[config.mk]
export PLATFORM = sky130hd
export DESIGN_NAME = hazard_forward_unit
export DESIGN_NICKNAME = d
export VERILOG_FILES = /design/src/rtl/fwd_pkg.sv /design/src/rtl/fwd_match.sv /design/src/rtl/hazard_forward_unit.sv
export SDC_FILE = /design/constraint.sdc
export NUM_CORES = 1
export LEC_CHECK = 0
export ABC_AREA = 1
export CAP_MARGIN = 20
export CORE_MARGIN = 1
export CORE_UTILIZATION = 46
export DETAILED_ROUTE_END_ITERATION = 12
export PLACE_DENSITY = 0.86
export SYNTH_ARGS = -nofsm -noshare
export SYNTH_HDL_FRONTEND = slang
export SYNTH_SLANG_ARGS = --single-unit
[constraint.sdc]
create_clock -name clk -period 1.8 [get_ports clk]
set_input_delay 0.36 -clock clk [delete_from_list [all_inputs] [get_ports clk]]
set_output_delay 0.36 -clock clk [all_outputs]
set_load 0.01 [all_outputs]
[src/rtl/fwd_pkg.sv]
// Shared types and constants for the EX-stage operand forwarding unit.
package fwd_pkg;

    localparam logic [4:0] XZR = 5'd31;

    typedef enum logic [1:0] {
        FWD_RF    = 2'b00,
        FWD_EXMEM = 2'b01,
        FWD_MEMWB = 2'b10,
        FWD_IMM   = 2'b11
    } fwd_sel_t;

    typedef struct packed {
        logic       valid;
        logic [4:0] rd;
        logic       regwrite;
        logic       is_load;
    } fwd_slot_t;

    localparam fwd_slot_t SLOT_BUBBLE = '0;

endpackage

[src/rtl/fwd_match.sv]
// One source operand compared against one in-flight producer slot.
module fwd_match
    import fwd_pkg::*;
(
    input  fwd_slot_t  i_slot,
    input  logic [4:0] i_src,
    input  logic       i_uses,
    output logic       o_match
);

    // XZR reads as zero, so a producer "writing" it never forwards
    assign o_match = i_slot.valid && i_slot.regwrite && (i_slot.rd == i_src) &&
                     (i_src != XZR) && i_uses;

endmodule

[src/rtl/hazard_forward_unit.sv]
// Forwarding select generation and load-use stall detection for a 5-stage pipe.
// Optional macro FWD_STALL_CNT_EN adds a saturating stall_count output.
module hazard_forward_unit
    import fwd_pkg::*;
(
    input  logic        clk,
    input  logic        reset_n,
    input  logic        id_valid,
    input  logic [4:0]  id_rn,
    input  logic [4:0]  id_rm,
    input  logic        id_uses_rn,
    input  logic        id_uses_rm,
    input  logic        id_use_imm,
    input  logic [4:0]  id_rd,
    input  logic        id_regwrite,
    input  logic        id_is_load,
    input  logic        flush,
    output logic [1:0]  fwd_sel_a,
    output logic [1:0]  fwd_sel_b,
    output logic        stall
`ifdef FWD_STALL_CNT_EN
    ,
    output logic [31:0] stall_count
`endif
);

    fwd_slot_t r_ex, r_mem;
    fwd_sel_t  r_sel_a, r_sel_b;
    fwd_slot_t w_id_slot;
    fwd_sel_t  w_sel_a_nxt, w_sel_b_nxt;
    logic      w_ex_rn, w_ex_rm, w_mem_rn, w_mem_rm;
    logic      w_issue;

    fwd_match u_match_ex_rn  (.i_slot(r_ex),  .i_src(id_rn), .i_uses(id_uses_rn), .o_match(w_ex_rn));
    fwd_match u_match_ex_rm  (.i_slot(r_ex),  .i_src(id_rm), .i_uses(id_uses_rm), .o_match(w_ex_rm));
    fwd_match u_match_mem_rn (.i_slot(r_mem), .i_src(id_rn), .i_uses(id_uses_rn), .o_match(w_mem_rn));
    fwd_match u_match_mem_rm (.i_slot(r_mem), .i_src(id_rm), .i_uses(id_uses_rm), .o_match(w_mem_rm));

    // Load result is not available until MEM/WB, so a dependent in ID waits one cycle
    assign stall = id_valid && r_ex.valid && r_ex.is_load && r_ex.regwrite &&
                   (w_ex_rn || w_ex_rm) && !flush;

    assign w_issue   = id_valid && !stall && !flush;
    assign w_id_slot = '{valid: 1'b1, rd: id_rd, regwrite: id_regwrite, is_load: id_is_load};

    always_comb begin
        w_sel_a_nxt = FWD_RF;
        w_sel_b_nxt = FWD_RF;
        if (w_issue) begin
            if (w_ex_rn)       w_sel_a_nxt = FWD_EXMEM;
            else if (w_mem_rn) w_sel_a_nxt = FWD_MEMWB;
            if (id_use_imm)    w_sel_b_nxt = FWD_IMM;
            else if (w_ex_rm)  w_sel_b_nxt = FWD_EXMEM;
            else if (w_mem_rm) w_sel_b_nxt = FWD_MEMWB;
        end
    end

    always_ff @(posedge clk or negedge reset_n) begin
        if (!reset_n) begin
            r_ex    <= SLOT_BUBBLE;
            r_mem   <= SLOT_BUBBLE;
            r_sel_a <= FWD_RF;
            r_sel_b <= FWD_RF;
        end else begin
            r_mem   <= r_ex;
            r_ex    <= w_issue ? w_id_slot : SLOT_BUBBLE;
            r_sel_a <= w_sel_a_nxt;
            r_sel_b <= w_sel_b_nxt;
        end
    end

    assign fwd_sel_a = r_sel_a;
    assign fwd_sel_b = r_sel_b;

`ifdef FWD_STALL_CNT_EN
    logic [31:0] r_stall_cnt;

    always_ff @(posedge clk or negedge reset_n) begin
        if (!reset_n)
            r_stall_cnt <= '0;
        else if (stall && (r_stall_cnt != 32'hFFFF_FFFF))
            r_stall_cnt <= r_stall_cnt + 32'd1;
    end

    assign stall_count = r_stall_cnt;
`endif

endmodule

Yosys cells after proc, flatten, opt, wreduce, memory -nomap -nowiden
Index checks and enable logic that the tools add are counted.
{ "totals": {"reg_bits": 19, "in_bits": 24, "output_inout_bits": 5, "word_cells": 47} }
{ "classes": {"eq_ne": 6, "n_mux": 8, "reduce_logical": 24} }
{ "ops": {"columns": ["cell", "n"], "rows": [
  ["1-bit logical AND", 21],
  ["5-bit == test", 4],
  ["2-bit 2-to-1 mux", 7],
  ["5-bit != test, second input constant", 2],
  ["8-bit 2-to-1 mux", 1],
  ["1-bit logical NOT", 2],
  ["1-bit logical OR", 1]
]} }

Logic depth before layout (Yosys ltp)
{ "logic_depth": {"ltp_word": 11, "depth_mapped": 11, "mapped_depth_nobuf": 10} }

Modules after synthesis
A second synthesis with hierarchy kept.
{ "unflattened": {"cells_unflattened": 171, "hier_area_um2": 1158.6} }
{ "by_module_without_submodules": {"columns": ["mod", "instances", "cells_per_inst", "area_per_inst_um2", "seq_area_each_um2"], "rows": [
  ["hazard_forward_unit", 1, 51, 673.1, 500.5],
  ["fwd_match", 4, 30, 121.4, 0.0]
]} }

Worst setup path before layout
OpenSTA, ideal clock, no wires.
{ "synth_timing": {"path_type": "reg2out", "from": "register r_ex[6] (netlist name)", "to": "output stall", "arrival_ps": 993, "required_ps": 1440, "slack_ps": 447, "stages_incl_launch_ff": 8, "path_buffers": 0, "path_cell_list": "dfrtp_1 -> xnor2_1 -> nand2_1 -> nor2_2 -> nand2_2 -> nand2_1 -> nand2_2 -> inv_1"} }
{ "synth_between": {"elab_chain_len": 7, "word_cells_on_any_way": 11, "cone_classes": "2 x eq/ne; 9 x reduce/logical"} }
{ "synth_lines": {"columns": ["element", "line_no", "rtl"], "rows": [
  ["from (decl)", "hazard_forward_unit.sv:27", "fwd_slot_t r_ex, r_mem;"],
  ["from (signal assigned)", "hazard_forward_unit.sv:66", "r_ex <= w_issue ? w_id_slot : SLOT_BUBBLE;"],
  ["5-bit == test", "fwd_match.sv:12", "assign o_match = i_slot.valid && i_slot.regwrite && (i_slot.rd == i_src) &&"],
  ["1-bit logical AND (2 in series)", "fwd_match.sv:12", null],
  ["1-bit logical AND", "fwd_match.sv:13", "(i_src != XZR) && i_uses;"],
  ["1-bit logical OR *", "hazard_forward_unit.sv:41", "(w_ex_rn || w_ex_rm) && !flush;"],
  ["1-bit logical AND *", "hazard_forward_unit.sv:40", "assign stall = id_valid && r_ex.valid && r_ex.is_load && r_ex.regwrite &&"],
  ["1-bit logical AND *", "hazard_forward_unit.sv:41", null],
  ["to (decl)", "hazard_forward_unit.sv:20", "output logic stall"]
]} }
Mark *: on every way between the ends. The rest lies on a longest branch, timed or not.

Worst setup path after layout
{ "layout_timing": {"from": "register r_ex[3] (netlist name)", "to": "output stall"} }
Same word-level chain as after synthesis.

==> flow_metrics.env <==
export IMPL_crit_path_max_incr_delay_ns=0.43
export IMPL_num_rows=16
export IMPL_fillers=135
export IMPL_synth_largest_area_cell="dfrtp_1"
export IMPL_synthesis_nets=154
export IMPL_antenna_left=0
export IMPL_ys_warn_count=0
export IMPL_ff_latch_area_um2=479
export IMPL_regToRegStartpoint="r_ex[3]"
export IMPL_fin_crit_sh_pct=106
export IMPL_nets=205
export IMPL_crit_path_max_fanout=3
export IMPL_yosysSeqAreaShare_pct=46.8
export IMPL_io_pins=29
export IMPL_yosys_top_cells_area="dfrtp_1 47%, nand2_1 11%, xnor2_1 10%"
export IMPL_powerDensity_nw_per_um2=537
export IMPL_timing_fmax_ghz=0.522
export IMPL_dieArea_um2=2400
export IMPL_numCtsBuffers=3
export IMPL_die_y_um=49.0
export IMPL_ys_seq_elements=19
export IMPL_gp_congestion=0.826
export IMPL_worstHoldPathCells=0
export IMPL_setup_violations=3
export IMPL_syn_inst=130
export IMPL_hold_violations=0
export IMPL_wl_per_cell_um=12.7
export IMPL_yosys_cell_types_count=16
export IMPL_diodes=0
export IMPL_clkTransAtPathRegs_ns=0.10
export IMPL_drtIter0Drc=19
export IMPL_cp_arrival_ns=1.55
export IMPL_worst_pin_slew_ns=0.242
export IMPL_path_delay_family="simple AND/OR/NAND/NOR gates"
export IMPL_end_kind="output pin"
export IMPL_slew_headroom_pct=83.8
export IMPL_via_per_inst=4.71
export IMPL_synth_avg_cell_area_um2=7.82
export IMPL_rsz0062_at_grt="true"
export IMPL_layout_drive_gt1_share_pct=29.4
export IMPL_clock_latency_ns=0.28
export IMPL_hold_path_class="reg2reg"
export IMPL_final_util_pct=76.6
export IMPL_placed_cell_area_um2=1420
export IMPL_synthArstFlopShare_pct=100
export IMPL_path_class="reg2out"
export IMPL_syn_area_um2=1020
export IMPL_port_buffers=28
export IMPL_grt_pass1_wl_um=4070
export IMPL_core_area_um2=2020
export IMPL_ys_flop_type="dfrtp_1"
export IMPL_crit_chain="xnor2_1 -> nand2_1 -> nor2_2 -> nand2_2 -> nand2_2 -> nand2_2 -> inv_2 -> buf_6"
export IMPL_multi_input_area_um2=487
export IMPL_fin_ws_ns=-0.115
export IMPL_vias=974
export IMPL_synth_top_area_share_pct=46.8
export IMPL_drt_total_wl_um=2620
export IMPL_drc=0
export IMPL_period_needed_ns=1.91
export IMPL_grt_max_degree=20
export IMPL_r2r_end="fwd_sel_a[1]"
export IMPL_start_util_pct=50.2
export IMPL_drv_slew=0
export IMPL_skew_ns=0.000704
export IMPL_worstHoldStart="r_ex[1]"
export IMPL_slowest_stage="dfrtp_1"
export IMPL_maxCapViolations=0
export IMPL_ctsLongestPathBuffers=2
export IMPL_antenna_found_initial=0
export IMPL_violations="negative setup slack"
export IMPL_status="complete, but fails checks"
export IMPL_cp_startpoint="r_ex[3]"
export IMPL_cts_hold_buf=0
export IMPL_overflow=0
export IMPL_cp_start_kind="register"
export IMPL_cts_num_sinks=19
export IMPL_h_tree_depth=1
export IMPL_cts_tree="yes"
export IMPL_grt_use_total_pct=23.1
export IMPL_fin_hold_ws_ns=0.386
export IMPL_synth_edff_count=0
export IMPL_r2r_cells=12
export IMPL_die_x_um=49.0
export IMPL_syn2layout_area_growth_pct=52.5
export IMPL_cp_num_buf_inv=2
export IMPL_synth_commonest_cells="31 x nand2_1, 24 x inv_1, 19 x dfrtp_1"
export IMPL_design_area_um2=1550
export IMPL_ir_worst_vdd_mv=0.419
export IMPL_cp_required_ns=1.44
export IMPL_crit_cells=8
export IMPL_clockRootBuffer="clkbuf_4"
export IMPL_crit_top_cell="nand2_2"
export IMPL_ff2ff_setup_slack_ns=-0.08
export IMPL_p_leak_nw=0.785
export IMPL_whs_endpoint="r_mem[1]"
export IMPL_drt_pass1_iterations=4
export IMPL_dp_hpwl_um=1760
export IMPL_yosysMostFrequentCell="nand2_1"
export IMPL_grt_pass1_vias=958
logic make-up after synthesis:
group	after synthesis	share of synthesized area (%)
simple gates	66	28.8
buf+inv	27	10.7
flops	19	46.8
xor+xnor	13	11.2
compound gates	5	2.46
worst register-to-register path: stages, from the launching register on:
cell     delay, ns
dfrtp_1       0.43
xnor2_1       0.20
nand2_1       0.10
nor2_2        0.14
nand2_2       0.08
buf_4         0.13
buf_4         0.12
buf_4         0.12
buf_4         0.13
buf_4         0.13
buf_6         0.12
nand2_2       0.05
nor2_1        0.04
registers in the layout (all words and copies together), names as in the netlist:
register   cells
r_ex           8
r_mem          7
fwd_sel_a      2
fwd_sel_b      2
worst max path at each step:
stage	slack [ns]	end
global placement	-0.54	stall
floorplan	0.45	stall
finish	-0.11	stall
CTS	-0.07	stall
detailed placement	-0.60	stall
global route	-0.20	stall
stage by stage:
stage          cells  setup slack (ns)  total power (W)  setup TNS [ns]
3_5_place_dp     196            -0.602         0.000630           -2.61
4_1_cts          207           -0.0652         0.000828         -0.0652
6_report         207            -0.115         0.000832          -0.233
3_3_place_gp     196            -0.543         0.000622           -1.71
5_1_grt          207            -0.195         0.000890          -0.474
2_1_floorplan    130             0.447         0.000528               0
metal layers:
| layer | share of wire (%) | up-vias | track usage [%] |
|---|---|---|---|
| li1 | - | 476 | - |
| met1 | 42 | 458 | 27.0 |
| met2 | 54 | 34 | 44.0 |
| met3 | 3.6 | 6 | 1.87 |
| met4 | 1.1 | 0 | 7.35 |
| met5 | 0 | - | 0 |
power breakdown:
part	switching (W)	internal (W)	leakage, nW
registers	0.0000148	0.000442	0.251
logic	0.0000783	0.0000916	0.519
clock network	0.000120	0.0000859	0.0150
layout by cell type (no fill, tap or decap):
| cell type | count |
|---|---|
| nand3b_1 | 1 |
| buf_6 | 2 |
| nand2_2 | 6 |
| xnor2_2 | 4 |
| buf_12 | 1 |
| nor2_4 | 1 |
| nor2_2 | 12 |
| inv_2 | 3 |
| buf_4 | 17 |
| a21oi_1 | 3 |
| xor2_1 | 1 |
| nand2_1 | 28 |
| o21ai_1 | 1 |
| nand3_1 | 4 |
| clkbuf_1 | 1 |
| o21ai_0 | 1 |
| xnor2_1 | 8 |
| dfrtp_2 | 3 |
| clkdlybuf4s50_1 | 15 |
| dlygate4sd2_1 | 12 |
| inv_1 | 23 |
| clkbuf_4 | 3 |
| nor3b_2 | 1 |
| dfrtp_1 | 16 |
| nor2_1 | 13 |
layout make-up:
| class | count | share of cell area, % |
|---|---|---|
| Clock buffer | 4 | 1.70 |
| Inverter | 26 | 6.30 |
| Tap cell | 27 | 2.18 |
| Multi-Input combinational cell | 84 | 31.4 |
| Sequential cell | 19 | 30.9 |
| Timing Repair Buffer | 47 | 27.5 |
what timing repair did:
action | in CTS | in global routing
pin swaps | 8 | 9
gates cloned | 0 | 0
resized for setup | 19 | 15
setup buffers | 8 | 0
endpoints found under the setup margin | 1 | 13
Note: power is estimated with default switching activity, not from simulation.
